<file path="src/rtl/multi_debounce_if.sv">
`default_nettype none
// ============================================================================
// Module   : multi_debounce_if
// Brief    : Button bundle between raw button levels and the debouncer outputs.
// Revision : 1.0 - initial release
// ============================================================================
interface multi_debounce_if #(
  parameter int N_CH = 5
) ();
  logic [N_CH-1:0] Btn;
  logic [N_CH-1:0] Btn_pulse;
  logic [N_CH-1:0] Btn_level;
  logic            Btn_any;

  modport master (
    output Btn,
    input  Btn_pulse,
    input  Btn_level,
    input  Btn_any
  );

  modport slave (
    input  Btn,
    output Btn_pulse,
    output Btn_level,
    output Btn_any
  );
endinterface
`default_nettype wire

</file>
<file path="src/rtl/multi_debounce.sv">
`default_nettype none
// ============================================================================
// Module   : multi_debounce
// Brief    : N-channel button debouncer with press pulse, held level and
//            optional auto-repeat pulses; channels are fully independent.
// Revision : 1.0 - initial release
// ============================================================================
module multi_debounce #(
  parameter int N_CH         = 5,
  parameter int CNT_W        = 14,
  parameter int SETTLE       = 6100,
  parameter int REPEAT_EN    = 1,
  parameter int REPEAT_DELAY = 12200,
  parameter int REPEAT_RATE  = 2440
) (
  input  logic            CLK,
  input  logic            RESET_N,
  multi_debounce_if.slave bus
);

  localparam logic [CNT_W-1:0] c_settle_last = CNT_W'(SETTLE - 1);
  localparam logic [CNT_W-1:0] c_delay_last  = CNT_W'(REPEAT_DELAY - 1);
  localparam logic [CNT_W-1:0] c_rate_last   = CNT_W'(REPEAT_RATE - 1);

  typedef enum logic [1:0] {
    IDLE       = 2'd0,
    PRESS_WAIT = 2'd1,
    HELD       = 2'd2,
    REL_WAIT   = 2'd3
  } state_t;

  logic [N_CH-1:0] r_sync1;
  logic [N_CH-1:0] r_s_btn;
  logic [N_CH-1:0] w_pulse_nxt;
  logic [N_CH-1:0] w_level_nxt;
  logic [N_CH-1:0] r_pulse;
  logic [N_CH-1:0] r_level;
  logic            r_any;

  always_ff @(posedge CLK or negedge RESET_N) begin
    if (!RESET_N) begin
      r_sync1 <= '0;
      r_s_btn <= '0;
    end else begin
      r_sync1 <= bus.Btn;
      r_s_btn <= r_sync1;
    end
  end

  for (genvar i = 0; i < N_CH; i++) begin : g_ch
    state_t           r_state;
    state_t           w_state;
    logic [CNT_W-1:0] r_cnt;
    logic [CNT_W-1:0] w_cnt;
    logic [CNT_W-1:0] w_rpt_last;
    logic             r_rpt;
    logic             w_rpt;
    logic             w_pulse;
    logic             w_level;

    // First repeat waits the long delay, later ones the shorter rate.
    assign w_rpt_last = r_rpt ? c_rate_last : c_delay_last;

    always_ff @(posedge CLK or negedge RESET_N) begin
      if (!RESET_N) begin
        r_state <= IDLE;
        r_cnt   <= '0;
        r_rpt   <= 1'b0;
      end else begin
        r_state <= w_state;
        r_cnt   <= w_cnt;
        r_rpt   <= w_rpt;
      end
    end

    always_comb begin
      w_state = r_state;
      w_cnt   = r_cnt;
      w_rpt   = r_rpt;
      w_pulse = 1'b0;
      w_level = r_level[i];
      case (r_state)
        IDLE: begin
          w_cnt = '0;
          w_rpt = 1'b0;
          if (r_s_btn[i]) begin
            w_state = PRESS_WAIT;
          end
        end
        PRESS_WAIT: begin
          if (!r_s_btn[i]) begin
            w_state = IDLE;
            w_cnt   = '0;
          end else if (r_cnt == c_settle_last) begin
            w_state = HELD;
            w_cnt   = '0;
            w_pulse = 1'b1;
            w_level = 1'b1;
          end else begin
            w_cnt = r_cnt + 1'b1;
          end
        end
        HELD: begin
          if (!r_s_btn[i]) begin
            w_state = REL_WAIT;
            w_cnt   = '0;
          end else if (REPEAT_EN == 0) begin
            w_cnt = '0;
          end else if (r_cnt == w_rpt_last) begin
            w_cnt   = '0;
            w_rpt   = 1'b1;
            w_pulse = 1'b1;
          end else begin
            w_cnt = r_cnt + 1'b1;
          end
        end
        REL_WAIT: begin
          // A bounce back high resumes the hold; the repeat phase is kept.
          if (r_s_btn[i]) begin
            w_state = HELD;
            w_cnt   = '0;
          end else if (r_cnt == c_settle_last) begin
            w_state = IDLE;
            w_cnt   = '0;
            w_level = 1'b0;
          end else begin
            w_cnt = r_cnt + 1'b1;
          end
        end
        default: begin
          w_state = IDLE;
          w_cnt   = '0;
        end
      endcase
    end

    assign w_pulse_nxt[i] = w_pulse;
    assign w_level_nxt[i] = w_level;
  end

  // Any-flag is built from next-state levels so it lines up with Btn_level.
  always_ff @(posedge CLK or negedge RESET_N) begin
    if (!RESET_N) begin
      r_pulse <= '0;
      r_level <= '0;
      r_any   <= 1'b0;
    end else begin
      r_pulse <= w_pulse_nxt;
      r_level <= w_level_nxt;
      r_any   <= |w_level_nxt;
    end
  end

  assign bus.Btn_pulse = r_pulse;
  assign bus.Btn_level = r_level;
  assign bus.Btn_any   = r_any;

endmodule
`default_nettype wire

</file>
<file path="src/flat_wrapper.sv">
// flat-port wrapper written by rule: the top's interface ports become plain ports
module multi_debounce_flat 
#(
  parameter int N_CH         = 5,
  parameter int CNT_W        = 14,
  parameter int SETTLE       = 6100,
  parameter int REPEAT_EN    = 1,
  parameter int REPEAT_DELAY = 12200,
  parameter int REPEAT_RATE  = 2440
)
  (CLK, RESET_N, bus_Btn, bus_Btn_pulse, bus_Btn_level, bus_Btn_any);
  multi_debounce_if #(.N_CH(N_CH)) bus_i ();
  input  logic CLK;
  input  logic RESET_N;
  input wire logic [$bits(bus_i.Btn)-1:0] bus_Btn;
  output wire logic [$bits(bus_i.Btn_pulse)-1:0] bus_Btn_pulse;
  output wire logic [$bits(bus_i.Btn_level)-1:0] bus_Btn_level;
  output wire logic [$bits(bus_i.Btn_any)-1:0] bus_Btn_any;
  assign bus_i.Btn = bus_Btn;
  assign bus_Btn_pulse = bus_i.Btn_pulse;
  assign bus_Btn_level = bus_i.Btn_level;
  assign bus_Btn_any = bus_i.Btn_any;
  multi_debounce #(.N_CH(N_CH), .CNT_W(CNT_W), .SETTLE(SETTLE), .REPEAT_EN(REPEAT_EN), .REPEAT_DELAY(REPEAT_DELAY), .REPEAT_RATE(REPEAT_RATE)) u_core (.CLK(CLK), .RESET_N(RESET_N), .bus(bus_i));
endmodule
</file>
<file path="config.mk">
export PLATFORM = sky130hd
export DESIGN_NAME = multi_debounce_flat
export DESIGN_NICKNAME = d
export VERILOG_FILES = /design/src/rtl/multi_debounce_if.sv /design/src/rtl/multi_debounce.sv /design/src/flat_wrapper.sv
export SDC_FILE = /design/constraint.sdc
export NUM_CORES = 1
export LEC_CHECK = 0
export ABC_CLOCK_PERIOD_IN_PS = 2300
export BUFFER_PORTS_ARGS = -buffer_cell sky130_fd_sc_hd__buf_2
export CAP_MARGIN = 25
export CORE_MARGIN = 3
export CORE_UTILIZATION = 62
export CTS_CLUSTER_SIZE = 8
export DETAILED_ROUTE_END_ITERATION = 6
export PLACE_DENSITY = 0.77
export SLEW_MARGIN = 20
export SYNTH_ARGS = -nofsm -noshare
export SYNTH_HDL_FRONTEND = slang
export SYNTH_SLANG_ARGS = --single-unit
</file>
<file path="constraint.sdc">
create_clock -name CLK -period 2.3 [get_ports CLK]
set_input_delay 0 -clock CLK [delete_from_list [all_inputs] [get_ports CLK]]
set_output_delay 0 -clock CLK [all_outputs]
set_load 0.02 [all_outputs]
</file>
# After elaboration in Yosys (flattened, before gate mapping)
# Index checks and enable logic that the tools add are counted.
# Widths: inputs -> output; s select.
# totals
regBits	106
latchBits	0
ramBits	0
rom_bits	0
inputBits	7
out_inout_bits	11
word_cells	236
memories	0
# classes
n_addsub	5
mul	0
div	0
order_cmp	0
n_eq_ne	55
n_shift	0
muxes	135
bitwise_logic	0
n_reduce_logical	21
# ops
operator	n
$mux 14	30
$pmux 14 s4	5
$add 14x1->14 const B	5
$eq 14x13->1 const B	5
$eq 14x14->1	5
$mux 2	30
$mux 1	50
$pmux 2 s4	5
$ne 2x1->1 const B	15
$pmux 1 s2	15
$eq 2x2->1 const B	10
$reduce_and 4->1	5
$ne 3x1->1 const B	5
$ne 3x3->1 const B	5
$reduce_and 3->1	5
$eq 2x1->1 const B	5
$logic_not 2->1	5
$ne 2x2->1 const B	5
$reduce_bool 2->1	5
$reduce_or 5->1	1

# Depth between registers and ports, before layout
# logic_depth
ltp_word	5
ltp_mapped	8

# Worst setup path before layout
# OpenSTA, ideal clock, no wires.
# synth_path
path_kind	flip-flop to flip-flop
from	reg u_core.g_ch[3].r_cnt[0]
to	reg u_core.r_any, in the netlist u_core.bus.Btn_any
setup_ps	139
arrival_ps	1816
t_required_ps	2161
slack_ps	345
path_stages_with_launch	7
path_buffers	0
synth_period_minus_slack_ps	1955
cell_sequence	dfrtp_1 -> ha_1 -> or4b_4 -> nor4_4 -> a2bb2oi_2 -> nor2_1 -> or4b_1
# synth_between
elab_chain_cells	5
# synth_rtl
element	line_no	rtl
start: declaration	multi_debounce.sv:53	logic [CNT_W-1:0] r_cnt;
start signal: assignment	multi_debounce.sv:71	r_cnt <= w_cnt;
$eq 14x13->1 (*)	multi_debounce.sv:94, multi_debounce.sv:122	
$mux 1, on equally long branches	multi_debounce.sv:122, multi_debounce.sv:94	
$mux 1, on equally long branches	multi_debounce.sv:119, multi_debounce.sv:91	
$pmux 1 s2 (*)	multi_debounce.sv:82	case (r_state)
net u_core.g_ch[3].w_level	multi_debounce.sv:59	logic w_level;
$reduce_or 5->1 (*)	multi_debounce.sv:150	r_any <= |w_level_nxt;
end signal: assignment	multi_debounce.sv:150	
end: declaration	multi_debounce.sv:38	logic r_any;
# Mark *: on every way through the listed nets, which the timed path passes. The rest lies on a longest branch.
# A chain may end at the register's enable or synchronous reset.

# Final worst setup path
# Same ends and word-level chain as after synthesis.

==> impl_metrics.yaml <==
status:
  status: "completed"
route:
  vias: 4131
  postRouteAntennaNets: 0
  drc: 0
  first_pass_iters: 4
  wirelength_um: 10500
  first_iter_violations: 194
  routed_via_density: 5.79
  wire_per_inst_um: 14.7
global_routing:
  antenna_found_initial: 0
  grt_pass1_wl_um: 18300
  grtUsageTotal_pct: 21.7
  grt.overflow.total: 0
  grt_start_max_net_pins: 62
  grt_pass1_vias: 4097
finish:
  final_nets: 637
  finalNonFillerCells: 713
  antennaDiodeCount: 0
  utilization_pct: 70.0
  drive_above_1_share_pct: 8.93
  area_growth_pct: 8.95
  postLayoutCellArea_um2: 6140
clock_network:
  cts.path.max_buffers: 2
  cts_sinks: 106
  cts_buffers: 9
  clk_latency_ns: 0.36
  cts_resized: 0
  clk_pin_slew_ns: 0.09
  ctsHtreeMaxLevel: 3
  root_buffer: "clkbuf_8"
  cts_hold_buffers: 6
  post_cts.repair.setup_buffers: 0
  tritoncts: "done"
worst_setup_path:
  slowest_stage: "or4b_4"
  arrival_ns: 2.35
  cp.required_ns: 2.53
  crit_path_end_kind: "flop"
  worst-setup-path-type: "flop to flop"
  worst-path-max-fanout: 6
  path_delay_family: "simple AND/OR/NAND/NOR gates"
  worst-path-buf-inv: 0
  path_cells: "ha_1 > or4b_4 > nor4_4 > a2bb2oi_2 > nor2_1 > or4b_1"
  cp-start-kind: "flop"
  critPathMaxStageDelay_ns: 0.50
sta:
  setup_viol: 0
  fmax_mhz: 472
  fin_crit_sh_pct: 92.0
  finalSetupTns_ns: 0
  maxSlewHeadroom_pct: 58.7
  rsz0062_at_grt: "false"
  finalMaxSlewViolations: 0
  finalClockSkew_ns: 0.0108
  tightest_slew_ns: 0.613
  hold_violations: 0
  period_minus_slack_ns: 2.12
synth:
  synth_edf_count: 0
  synthMuxAreaShare_pct: 0.933
  synth_xor_area_share_pct: 9.80
  synthSimpleGateAreaFrac_pct: 24.1
  synth_seq_area_share_pct: 47.1
  syn_area_um2: 5630
  synthAdderAreaFrac_pct: 6.67
  ys.flop_type: "dfrtp_1"
  synth_cells: 566
  ys_ff_latch: 106
  yosys_warnings: 0
  async_flop_share_pct: 100
  syn_avg_cell_area_um2: 9.95
  synth_top_family_by_area: "simple AND/OR/NAND/NOR gates"
  synth_compound_area_share_pct: 8.66
  syn_nets: 603
  ys_types: 59
power_and_ir_drop:
  p_clk_share_pct: 23.2
  switching_share_pct: 35.1
  p_comb_share_pct: 31.9
  power.total_w: 0.00493
  ir_worst_vdd_uv: 352
  p_per_area_nw_per_um2: 803
  p_switching_w: 0.00173
  p_int_w: 0.00320
  pwr-share-seq_pct: 44.9
  power.leakage_nw: 2.71
placed_design:
  hpwl_um: 7440
  gp_congestion: 0.880
  portBuffers: 17
  dp.cells: 691
  placed_area_um2: 5880
run:
  maxCapViolations: 0
floorplan:
  die_w_um: 101
  die-area_um2: 10300
  ios: 18
  start_util_pct: 64.3
  die_h_um: 101
  core_um2: 8760
  std_cell_rows: 34
worst_hold_path:
  min_path_type: "input port to asynchronous set/reset pin"
-- worst register-to-register path, stage by stage (launching register included) --
cell	delay, ns
dfrtp_1	0.37
ha_1	0.28
or4b_4	0.50
nor4_4	0.20
a2bb2oi_2	0.10
nor2_1	0.11
or4b_1	0.44
-- synth_stat cells, drive strengths merged, types with 8 or more instances --
library cell,n,area share [%]
o21ai,13,1.2
nand2,38,2.5
nand3,24,2.1
and4,9,1.4
dfrtp,106,47
xor2,37,5.8
ha,30,6.7
nand2b,8,0.89
nand4,19,2.4
inv,26,1.7
nor2,107,7.1
xnor2,26,4.0
a21oi,19,1.7
-- per-layer routing --
metal | up-vias | global-route usage (%) | share of wire [%]
met5 | - | 0 | 0
met4 | 0 | 6.34 | 1.1
met3 | 14 | 4.13 | 2.7
met2 | 61 | 37.8 | 50
met1 | 2025 | 27.6 | 46
li1 | 2031 | - | -
-- layout by cell type (no fill, tap or decap), types with 8 or more instances in the layout --
cell / Yosys / final
nor2_1: 107 / 107
dfrtp_1: 106 / 106
nand2_1: 38 / 38
xor2_1: 37 / 37
ha_1: 30 / 30
inv_1: 26 / 26
xnor2_1: 26 / 26
nand3_1: 24 / 24
a21oi_1: 19 / 19
nand4_1: 18 / 18
buf_2: 4 / 16
o21ai_0: 13 / 13
clkbuf_8: 0 / 10
and4_1: 9 / 9
buf_4: 0 / 9
nand2b_1: 8 / 8
-- kinds of logic after synthesis --
logic type	count (synthesis)
AO/OA/AOI/OAI	69
XOR/XNOR	63
adder cells (fa/ha/maj)	30
buffers and inverters	35
flip-flops	106
multiplexers	5
AND/OR/NAND/NOR	258
-- path summary, 6_finish.rpt --
path,end,startpoint,cells past startpoint,slack (ns)
setup / recovery,u_core.bus.Btn_any$_DFF_PN0_,u_core.g_ch[3].r_cnt[0]$_DFF_PN0_,6,0.18
hold / removal,u_core.g_ch[3].r_state[0]$_DFFE_PN0P_,RESET_N,2,0.17
setup reg to reg,u_core.bus.Btn_any$_DFF_PN0_,u_core.g_ch[3].r_cnt[0]$_DFF_PN0_,6,0.18
hold reg to reg,u_core.r_s_btn[3]$_DFF_PN0_,u_core.r_sync1[3]$_DFF_PN0_,0,0.35
max in group asynchronous,u_core.g_ch[4].r_cnt[12]$_DFF_PN0_,RESET_N,3,1.43
min in group CLK,u_core.r_sync1[3]$_DFF_PN0_,bus_Btn[3],2,0.28
-- cell type report --
| type | instances | area (µm²) |
|---|---|---|
| inverters | 26 | 97.6 |
| well taps | 108 | 135 |
| flip-flops and latches | 106 | 2650 |
| repair buffers | 32 | 228 |
| clock buffers | 12 | 145 |
| multi-input cells | 425 | 2830 |
| fillers | 678 | 2630 |
| clock inverters | 4 | 51.3 |
-- per-stage QoR --
stage                     hold WS [ns]  worst slack (ns)
final                            0.171             0.183
after global placement          0.0303             0.243
after floorplan                 -0.296             0.345
after detailed placement        0.0378             0.176
after CTS                        0.177             0.169
after global routing             0.216            0.0228
-- flip-flops by register name (all words and copies together), names as in the netlist, named ones only --
register / count
u_core.bus.Btn_pulse: 5
u_core.r_s_btn: 5
u_core.bus.Btn_any: 1
u_core.r_sync1: 5
u_core.g_ch.r_state: 5
u_core.bus.Btn_level: 5
u_core.g_ch.r_cnt: 70
u_core.g_ch.r_rpt: 5
-- power by group through the flow --
stage	clock [W]	combinational, W	sequential [W]
6_report	0.00114	0.00157	0.00221
4_1_cts	0.00118	0.00158	0.00221
5_1_grt	0.00125	0.00181	0.00224
3_5_place_dp	0	0.00156	0.00225
3_3_place_gp	0	0.00149	0.00223
2_1_floorplan	0	0.00118	0.00221
Note: power is estimated with default switching activity, not from simulation.
